$ cat config.mk
export PLATFORM = sky130hd
export DESIGN_NAME = pc_sequencer
export DESIGN_NICKNAME = d
export VERILOG_FILES = /design/src/rtl/pc_sequencer.sv
export SDC_FILE = /design/constraint.sdc
export NUM_CORES = 1
export LEC_CHECK = 0
export ABC_AREA = 1
export CAP_MARGIN = 10
export CORE_UTILIZATION = 47
export CTS_BUF_LIST = sky130_fd_sc_hd__clkbuf_16
export CTS_CLUSTER_SIZE = 30
export DETAILED_ROUTE_END_ITERATION = 6
export HOLD_SLACK_MARGIN = 0.12
export PLACE_DENSITY = 0.81
export SLEW_MARGIN = 30
export SYNTH_ARGS = -nofsm -noshare
export SYNTH_HDL_FRONTEND = slang
export SYNTH_SLANG_ARGS = --single-unit
export TNS_END_PERCENT = 20
$ cat constraint.sdc
create_clock -name clk -period 1.8 [get_ports clk]
set_input_delay 0.18 -clock clk [delete_from_list [all_inputs] [get_ports clk]]
set_output_delay 0.18 -clock clk [all_outputs]
set_load 0.02 [all_outputs]
$ cat src/rtl/pc_sequencer.sv
// pc_sequencer: fetch PC register, redirect/halt sequencing and IF/ID/EX flush control
module pc_sequencer #(
    parameter int PC_W         = 9,
    parameter int FLUSH_CYCLES = 1,
    parameter int CNT_W        = 16
) (
    input  logic             clk,
    input  logic             reset,
    input  logic             Stall,
    input  logic             PcSel,
    input  logic [31:0]      BrPC,
    input  logic             Halt,
    input  logic             Resume,
    output logic [PC_W-1:0]  Cur_PC,
    output logic             Flush_IfId,
    output logic             Flush_IdEx,
    output logic             Halted,
    output logic [PC_W-1:0]  Halt_PC,
    output logic             Align_Err,
    output logic [CNT_W-1:0] redirect_count
);
    typedef enum logic [1:0] {RUN, FLUSH, HALTED} state_t;

    state_t           state, state_n;
    logic [1:0]       cnt, cnt_n;
    logic [PC_W-1:0]  pc_n, hpc_n;
    logic [CNT_W-1:0] rc_n;
    logic             align_n, flush;

    assign Flush_IfId = flush;
    assign Flush_IdEx = flush;
    assign Halted     = (state == HALTED);

    always_comb begin
        state_n = state;
        cnt_n   = cnt;
        pc_n    = Cur_PC;
        hpc_n   = Halt_PC;
        rc_n    = redirect_count;
        align_n = Align_Err;
        flush   = 1'b0;
        case (state)
            RUN: begin
                if (PcSel) begin
                    flush   = 1'b1;
                    align_n = Align_Err | (|BrPC[1:0]) | (|BrPC[31:PC_W]);
                    if (Halt) begin
                        pc_n    = BrPC[PC_W-1:0];
                        hpc_n   = BrPC[PC_W-1:0];
                        state_n = HALTED;
                    end else begin
                        pc_n = {BrPC[PC_W-1:2], 2'b00};
                        rc_n = &redirect_count ? redirect_count : redirect_count + 1'b1;
                        if (FLUSH_CYCLES > 1) begin
                            state_n = FLUSH;
                            cnt_n   = 2'(FLUSH_CYCLES - 1);
                        end
                    end
                end else if (!Stall) begin
                    pc_n = Cur_PC + PC_W'(4);
                end
            end
            FLUSH: begin
                flush   = 1'b1;
                pc_n    = Cur_PC + PC_W'(4);
                cnt_n   = cnt - 2'd1;
                state_n = (cnt == 2'd1) ? RUN : FLUSH;
            end
            HALTED: begin
                flush = 1'b1;
                if (Resume) begin
                    pc_n    = Halt_PC + PC_W'(4);
                    state_n = RUN;
                end
            end
            default: state_n = RUN;
        endcase
    end

    always_ff @(posedge clk) begin
        if (reset) begin
            state          <= RUN;
            cnt            <= '0;
            Cur_PC         <= '0;
            Halt_PC        <= '0;
            Align_Err      <= 1'b0;
            redirect_count <= '0;
        end else begin
            state          <= state_n;
            cnt            <= cnt_n;
            Cur_PC         <= pc_n;
            Halt_PC        <= hpc_n;
            Align_Err      <= align_n;
            redirect_count <= rc_n;
        end
    end
endmodule

== After elaboration in Yosys (flattened, before gate mapping) ==
Cells that the tools add are included.

* Bits in registers: 39
* Bits of input ports: 38
* Output and inout port bits: 38

* Add/subtract/negate cells: 4
* Equal/unequal tests: 7
* Mux-type cells: 12
* Bitwise operators: 4
* Reductions and logical operators: 11

{| class="wikitable"
|+ Operators with widths
! kind !! number
|-
| $mux W9 || 3
|-
| $pmux W9 S3 || 1
|-
| $reduce_or A23 Y1 || 1
|-
| $add A9 B3 Y9 const B || 2
|-
| $add A16 B1 Y16 const B || 1
|-
| $reduce_and A16 Y1 || 1
|-
| $reduce_and A3 Y1 || 3
|-
| $mux W2 || 4
|-
| $ne A2 B2 Y1 const B || 3
|-
| $pmux W2 S3 || 1
|-
| $eq A2 B1 Y1 const B || 2
|-
| $reduce_and A4 Y1 || 1
|-
| $reduce_or A2 Y1 || 2
|-
| $ne A3 B3 Y1 const B || 1
|-
| $reduce_bool A3 Y1 || 1
|-
| $eq A2 B2 Y1 const B || 1
|-
| $logic_not A2 Y1 || 1
|-
| $mux W1 || 2
|-
| $not A1 Y1 || 2
|-
| $or A1 B1 Y1 || 2
|-
| $pmux W1 S2 || 1
|-
| $reduce_and A2 Y1 || 1
|-
| $sub A2 B1 Y2 const B || 1
|}

== Longest topological paths before layout ==
Gate-level depths: netlist (run 1).

* Word-level depth: 4
* Depth in mapped cells: 10
* Mapped depth without buffers: 9

== Worst setup path after synthesis (run 1) ==
OpenSTA, ideal clock, no wires.

* Path kind: register -> output
* Start point: register state[1]
* End point: output port Flush_IfId
* Data arrival time: 1,623 ps
* Required time: 1,620 ps
* Path slack: -3 ps
* Stages on the path, launching flop included: 7
* Cell sequence: dfxtp_1 > inv_1 > ha_1 > clkbuf_1 > inv_1 > a21oi_1 > buf_4

* Cells in the longest elaborated chain, start to end: 3
* Elaborated cells between the ends (all ways): 5

{| class="wikitable"
|+ RTL lines
! item !! RTL line !! RTL
|-
| start, declared || 24 || <nowiki>state_t state, state_n;</nowiki>
|-
| start signal, assigned || 89 || <nowiki>state <= state_n;</nowiki>
|-
| $eq A2 B2 Y1 / $eq A2 B1 Y1 (equally long branches) || 42 || <nowiki>case (state)</nowiki>
|-
| $reduce_or A2 Y1 (no source line) || -- ||
|-
| $pmux W1 S2 (*) || 42 ||
|-
| end, declared || 15 || <nowiki>output logic Flush_IfId,</nowiki>
|}

Every way passes the cells marked *; elsewhere a longest branch is shown, timed or not.

== Worst setup path after layout (run 1) ==
* Start point: register state[0]
* End point: output port Halted

* Cells in the longest elaborated chain, start to end: 1

{| class="wikitable"
|+ RTL lines
! item !! RTL line !! RTL
|-
| $eq A2 B2 Y1 || 32 || <nowiki>assign Halted = (state == HALTED);</nowiki>
|-
| end, declared || 17 || <nowiki>output logic Halted,</nowiki>
|}

Every way passes these cells.

==> results of run 1 <==
-- registers in the layout, indices dropped and copies added, names as in the netlist --
register        flops
cnt                 2
Align_Err           1
Halt_PC             9
redirect_count     16
Cur_PC              9
state               2
-- worst max-delay path by stage --
stage | end | slack, ns | depth (start not counted)
after detailed placement | Flush_IdEx | 0.03 | 5
after global placement | Flush_IfId | 0.09 | 4
after floorplan | Flush_IfId | 0.15 | 6
after global routing | redirect_count[8] | -0.01 | 9
after CTS | Flush_IdEx | 0.005 | 5
final | Halted | 0.09 | 3
-- logic make-up (layout without fill, tap and decap cells) --
family / after synthesis / count (layout)
compound gates: 74 / 74
fa+ha+maj: 8 / 8
flops: 39 / 39
simple gates: 211 / 211
buf+inv: 50 / 131
xor+xnor: 10 / 10
-- stage by stage --
stage / setup slack (ns) / power [uW]
after floorplan: 0.1525 / 1496
after global placement: 0.09340 / 1851
after detailed placement: 0.03216 / 1867
after CTS: 0.005089 / 2885
after global routing: -0.01103 / 3039
final: 0.08736 / 2878
-- per-layer routing --
layer  global-route usage (%)  up-vias
met3                    4.336       11
met4                    10.47        0
met2                    45.05       84
met1                    32.73     1273
li1                         -     1424
met5                        0        -
-- tightest hold or removal path: cells and delay by family, from the launching register on --
| kind | cells | cell delay [ns] |
|---|---|---|
| buffers and inverters | 1 | 0.04 |
| AOI/OAI and AO/OA | 1 | 0.05 |
| DFF | 1 | 0.30 |
-- power groups by stage --
stage	Combinational [uW]	Sequential, uW	Clock [uW]
2_1_floorplan	389	1110	0
3_3_place_gp	809	1040	0
3_5_place_dp	822	1040	0
4_1_cts	822	1030	1040
5_1_grt	901	1040	1100
6_report	824	1030	1030
-- cell type report --
type                            count  share of cell area, %
Clock buffer                        5                  3.615
Clock inverter                      3                  1.265
Inverter                           37                  4.085
Multi-Input combinational cell    303                  42.15
Sequential cell                    39                  22.56
Tap cell                           67                  2.422
Timing Repair Buffer               86                  23.90
-- repair_timing --
item                       4_1_cts  5_1_grt
setup endpoints to repair        2        4
gates cloned                     0        0
resized for setup                2        6
pin swaps                        0        0
-- placed cells by master (no fill, tap or decap), types with 2 or more instances in the layout --
cell type / Yosys / final
xnor2_1: 4 / 4
a21oi_1: 36 / 35
a31oi_1: 3 / 3
clkbuf_16: 0 / 5
and2_1: 3 / 3
inv_1: 35 / 35
nor2_1: 63 / 63
nor2_4: 3 / 3
buf_4: 1 / 10
dfxtp_1: 39 / 39
nand2_2: 3 / 3
nand2_1: 100 / 100
nand4_1: 5 / 5
clkbuf_2: 0 / 2
ha_1: 8 / 8
clkdlybuf4s50_1: 0 / 73
o21ai_0: 33 / 33
xor2_1: 6 / 6
nand3_1: 32 / 32
==> run summary, run 1 <==
Max rail drop VDD = 0.0006228 V
Min cycle time layout = 1.713 ns
Post-synth top area share = 32.02%
Drt drc = 0
CP Class = register to output pin
CP top delay family = buffers and inverters
Final Instance Area = 3461 um2
Count leader, synth = nand2_1
Antenna-violating nets left = 0
Post-route insts no fill = 540
Crit path capture type = output pin
Root Buffer = clkbuf_16
Total routed wirelength = 6722 um
Worst Hold Endpoint = Align_Err
CP Max Fanout = 3
ANT cells = 0
Mapped Area = 2439 um2
Complex-gate fraction of the synthesized area = 15.50%
Area grow syn2layout = 41.92%
Largest family of logic cells by synthesized area = simple AND/OR/NAND/NOR gates
Worst slew margin = 66.83%
Synthesis Warnings = 0
Die area = 5480 um2
Number of top-level pins = 76
Final Util = 71.38%
Cell Area, Placed = 3297 um2
Data arrival, critical path = 1.53 ns
Post-DP HPWL = 5041 um
Slowest stage delay, CP = 0.62 ns
DR pass1 iterations = 5
FILL cells = 426
FFs w/ async S/R, synth = 0%
Clock power share = 35.6%
Met3 wire len = 336 um
Status = completed
Largest net degree at the start of global routing = 21
Sw Share = 31.81%
Number of global-route vias before repair = 2561
DR iter-0 viols = 201
Reg2Reg Setup Slack = 0.14 ns
Max-cap violation count = 0
Mean post-synth cell area = 6.221 um2
Cells after Synth = 392
FMAX = 583.9 MHz
Mux contribution to synthesized area = 0%
Clock Skews = 0.001875 ns
Post-synth EDFFs = 0
Worst-Margin Slew = 0.4969 ns
Placed insts = 532
Final #Nets = 518
Worst hold stages = 2
Sink Count = 39
Worst path bufs/invs = 2
Post-synthesis xor/xnor area fraction = 3.592%
Worst r2r src = state[0]
Worst path required time = 1.62 ns
Critical Path Start = state[0]
Simple-gate portion of the synthesized area = 36.48%
TNS Setup = 0 ns
Row cnt = 25
Initial core utilization = 50.30%
P per Cell Area = 831.6 nW/um2
Yosys reg bits = 39
Drt wl/cell = 12.45 um
CTS HTree Levels = 2
Global-route wire length before repair = 11230 um
R2R cell count = 9
Multi-input gate area = 1459 um2
Synth area leaders = dfxtp_1 (32%), nand2_1 (15%), nor2_1 (9.7%)
Syn_nets = 438
Clk_lat worst skew = 0.29 ns
Hold Vio Cnt, Final = 0
CTS tree = built
Worst Min Path Start = Align_Err
Top Metal Used = met4
Crit share post-route = 95.15%
Clk slew on worst S/H paths = 0.06 ns
M1 WL = 2895 um
Internal power = 1963 uW
Register area share after synthesis = 32.02%
# setup viols final = 0
Total congestion overflow = 0
Routed wl met2 = 3377 um
Total CTS buffers = 5
Max Root-Sink Buffers = 2
Initial antenna violation count = 0
CP max stage cell = clkdlybuf4s50_1
Layout cells sized above 1 = 6.554%
FF/Latch Area = 780.7 um2
Area leader, netlist = dfxtp_1
Slew Limit Fails = 0
Worst min-delay path category = register to register
Fin Hold WS = 0.4457 ns
Total track usage = 26.26%
RSZ-0062 raised after global routing = true
Sequential Power Share = 35.7%
RD Place Congestion = 0.9306
Post-Synth Adder-Cell Area = 4.105%
Static Leak = 0.001352 uW
Vias per cell = 5.170
DIE WIDTH = 74.03 um
Net Sw Power = 915.4 uW
Startpoint Class = register
Worst reg2reg endpoint = redirect_count[8]
Comb power frac = 28.6%
Synth cell count leaders = nand2_1 (100), nor2_1 (63), dfxtp_1 (39), a21oi_1 (36), inv_1 (35)
Height of the die = 74.03 um
Crit path cell chain = inv_1, ha_1, clkdlybuf4s50_1
Core ar. = 4848 um2
Commonest register cell after synthesis = dfxtp_1
Distinct cells, synth = 26
Port bufs = 75
Vias after detailed routing = 2792
Post-CTS Setup Inserts = 0
Hold buffer count at cts = 0
(Power assumes the default switching activity.)
==> inputs of run 2 (changes only) <==
--- a/config.mk
+++ b/config.mk
@@ -9,3 +9,3 @@
 export CAP_MARGIN = 10
-export CORE_UTILIZATION = 47
+export CORE_UTILIZATION = 45
 export CTS_BUF_LIST = sky130_fd_sc_hd__clkbuf_16
@@ -14,3 +14,3 @@
 export HOLD_SLACK_MARGIN = 0.12
-export PLACE_DENSITY = 0.81
+export PLACE_DENSITY = 0.78
 export SLEW_MARGIN = 30
==> constraint.sdc (replaced) <==
create_clock -name clk -period 1.8 [get_ports clk]
set_input_delay 0.45 -clock clk [delete_from_list [all_inputs] [get_ports clk]]
set_output_delay 0.45 -clock clk [all_outputs]
set_load 0.02 [all_outputs]
==> run 2 against run 1 <==
Compared with the run above: via count up 0.11%; fmax down 2.9%; first-iteration DRC count down 24%; sequential cell count unchanged; sequential power about the same.
==> run summary, run 2 (same netlist as run 1, synthesis figures left out) <==
RD Place Congestion = 0.8824
Drt drc = 0
Commonest cells after routing, fill and taps aside = nand2_1 (98), nor2_1 (62), clkdlybuf4s50_1 (51)
Placed insts = 547
Initial antenna violation count = 0
Crit share post-route = 97.99%
Post-route insts no fill = 555
Final Util = 69.96%
Vias per cell = 5.036
Regs by FF count = redirect_count: 16 flops, Cur_PC: 9 flops, Halt_PC: 9 flops
Row cnt = 26
Crit path capture type = output pin
Largest register by flop count = redirect_count
CTS HTree Levels = 2
DR pass1 iterations = 5
Status = completed
Port bufs = 75
Max Root-Sink Buffers = 2
Core ar. = 5172 um2
CP Class = register to output pin
Sequential Power Share = 34.6%
P per Cell Area = 814.0 nW/um2
Slowest stage delay, CP = 0.63 ns
Final #Nets = 530
Height of the die = 75.62 um
Max rail drop VDD = 0.0005919 V
CTS tree = built
Hold Vio Cnt, Final = 0
# setup viols final = 0
FMAX = 566.9 MHz
Comb power frac = 31.0%
Clock Skews = 0.002585 ns
Total track usage = 25.47%
Number of flip-flops in the largest register = 16
Internal power = 2020 uW
Worst min-delay path category = register to register
TNS Setup = 0 ns
Sw Share = 31.43%
Post-CTS Setup Inserts = 0
Fin Hold WS = 0.4484 ns
Data arrival, critical path = 1.31 ns
Max-cap violation count = 0
CP top delay family = buffers and inverters
Number of top-level pins = 76
Largest net degree at the start of global routing = 20
Worst-Margin Slew = 0.4048 ns
Min cycle time layout = 1.764 ns
CP Max Fanout = 5
Total routed wirelength = 6900 um
Root Buffer = clkbuf_16
Clk_lat worst skew = 0.28 ns
Area grow syn2layout = 48.38%
CP max stage cell = clkdlybuf4s50_1
Layout cells sized above 1 = 10.93%
Worst path bufs/invs = 1
Leading cell type in the layout, fill and taps excluded = nand2_1
Worst slew margin = 72.73%
Global-route wire length before repair = 11020 um
Drt wl/cell = 12.43 um
Clk slew on worst S/H paths = 0.06 ns
Startpoint Class = register
Antenna-violating nets left = 0
ANT cells = 0
Static Leak = 0.001683 uW
Slew Limit Fails = 0
Net Sw Power = 925.6 uW
Number of global-route vias before repair = 2505
Initial core utilization = 47.15%
Worst path required time = 1.35 ns
Crit path cell chain = clkdlybuf4s50_1
DR iter-0 viols = 152
Post-DP HPWL = 5016 um
Sink Count = 39
FILL cells = 455
Total congestion overflow = 0
DIE WIDTH = 75.62 um
Total CTS buffers = 5
Clock power share = 34.4%
Vias after detailed routing = 2795
Die area = 5718 um2
[run 2: cell count changes in the layout (fill, tap and decap cells not counted), moves of 4 or more]
cell / change
clkdlybuf4s50_1: -22
buf_4: +13
dlymetal6s2s_1: +13
dlygate4sd2_1: +8
inv_1: -4
inv_2: +4
[run 2: layer usage]
layer  wire [um]  track usage [%]
met1        3039            29.07
met2        3545            48.61
met3         269            3.968
met4          46            7.407
met5           0                0
[run 2: area by class of cell]
type | instances | area, um2 | area share (%)
Clock buffer | 5 | 125.1 | 3.458
Clock inverter | 3 | 42.54 | 1.176
Inverter | 37 | 140.1 | 3.873
Multi-Input combinational cell | 303 | 1491 | 41.22
Sequential cell | 39 | 783.3 | 21.65
Tap cell | 70 | 87.58 | 2.420
Timing Repair Buffer | 98 | 948.4 | 26.21
[run 2: per-stage QoR]
step / instance area (um2) / power [uW] / worst slack, ns
2_1_floorplan: 2451 / 1505 / 0.02759
4_1_cts: 3557 / 2932 / -0.02738
3_3_place_gp: 3398 / 1901 / -0.4898
6_report: 3618 / 2945 / 0.03612
5_1_grt: 3618 / 3091 / -0.01330
3_5_place_dp: 3398 / 1919 / -0.4864
[run 2: power by group through the flow]
stage / registers [uW] / logic, uW / clock network, uW
floorplan: 1110 / 399 / 0
global placement: 1030 / 868 / 0
detailed placement: 1030 / 885 / 0
CTS: 1020 / 889 / 1030
global route: 1030 / 1000 / 1060
finish: 1020 / 912 / 1010
[run 2: what timing repair did]
action                                  in CTS  in global routing
endpoints found under the setup margin      10                 24
hold buffers                                 0                  0
pin swaps                                    2                  1
resized for setup                           22                 24
[run 2: worst paths after layout]
check | endpoint | from | cells past startpoint | slack (ns)
setup / recovery | redirect_count[0] | redirect_count[0] | 1 | 0.04
hold / removal | Align_Err | Align_Err | 2 | 0.45
setup reg to reg | Cur_PC[8] | state[0] | 9 | 0.13
hold reg to reg | Align_Err | Align_Err | 2 | 0.45
==> inputs of run 3 (changes only) <==
Settings changed: CAP_MARGIN 10 to default.
==> results of run 3 <==
Final layout, timing and power as in run 2 (identical DEF).
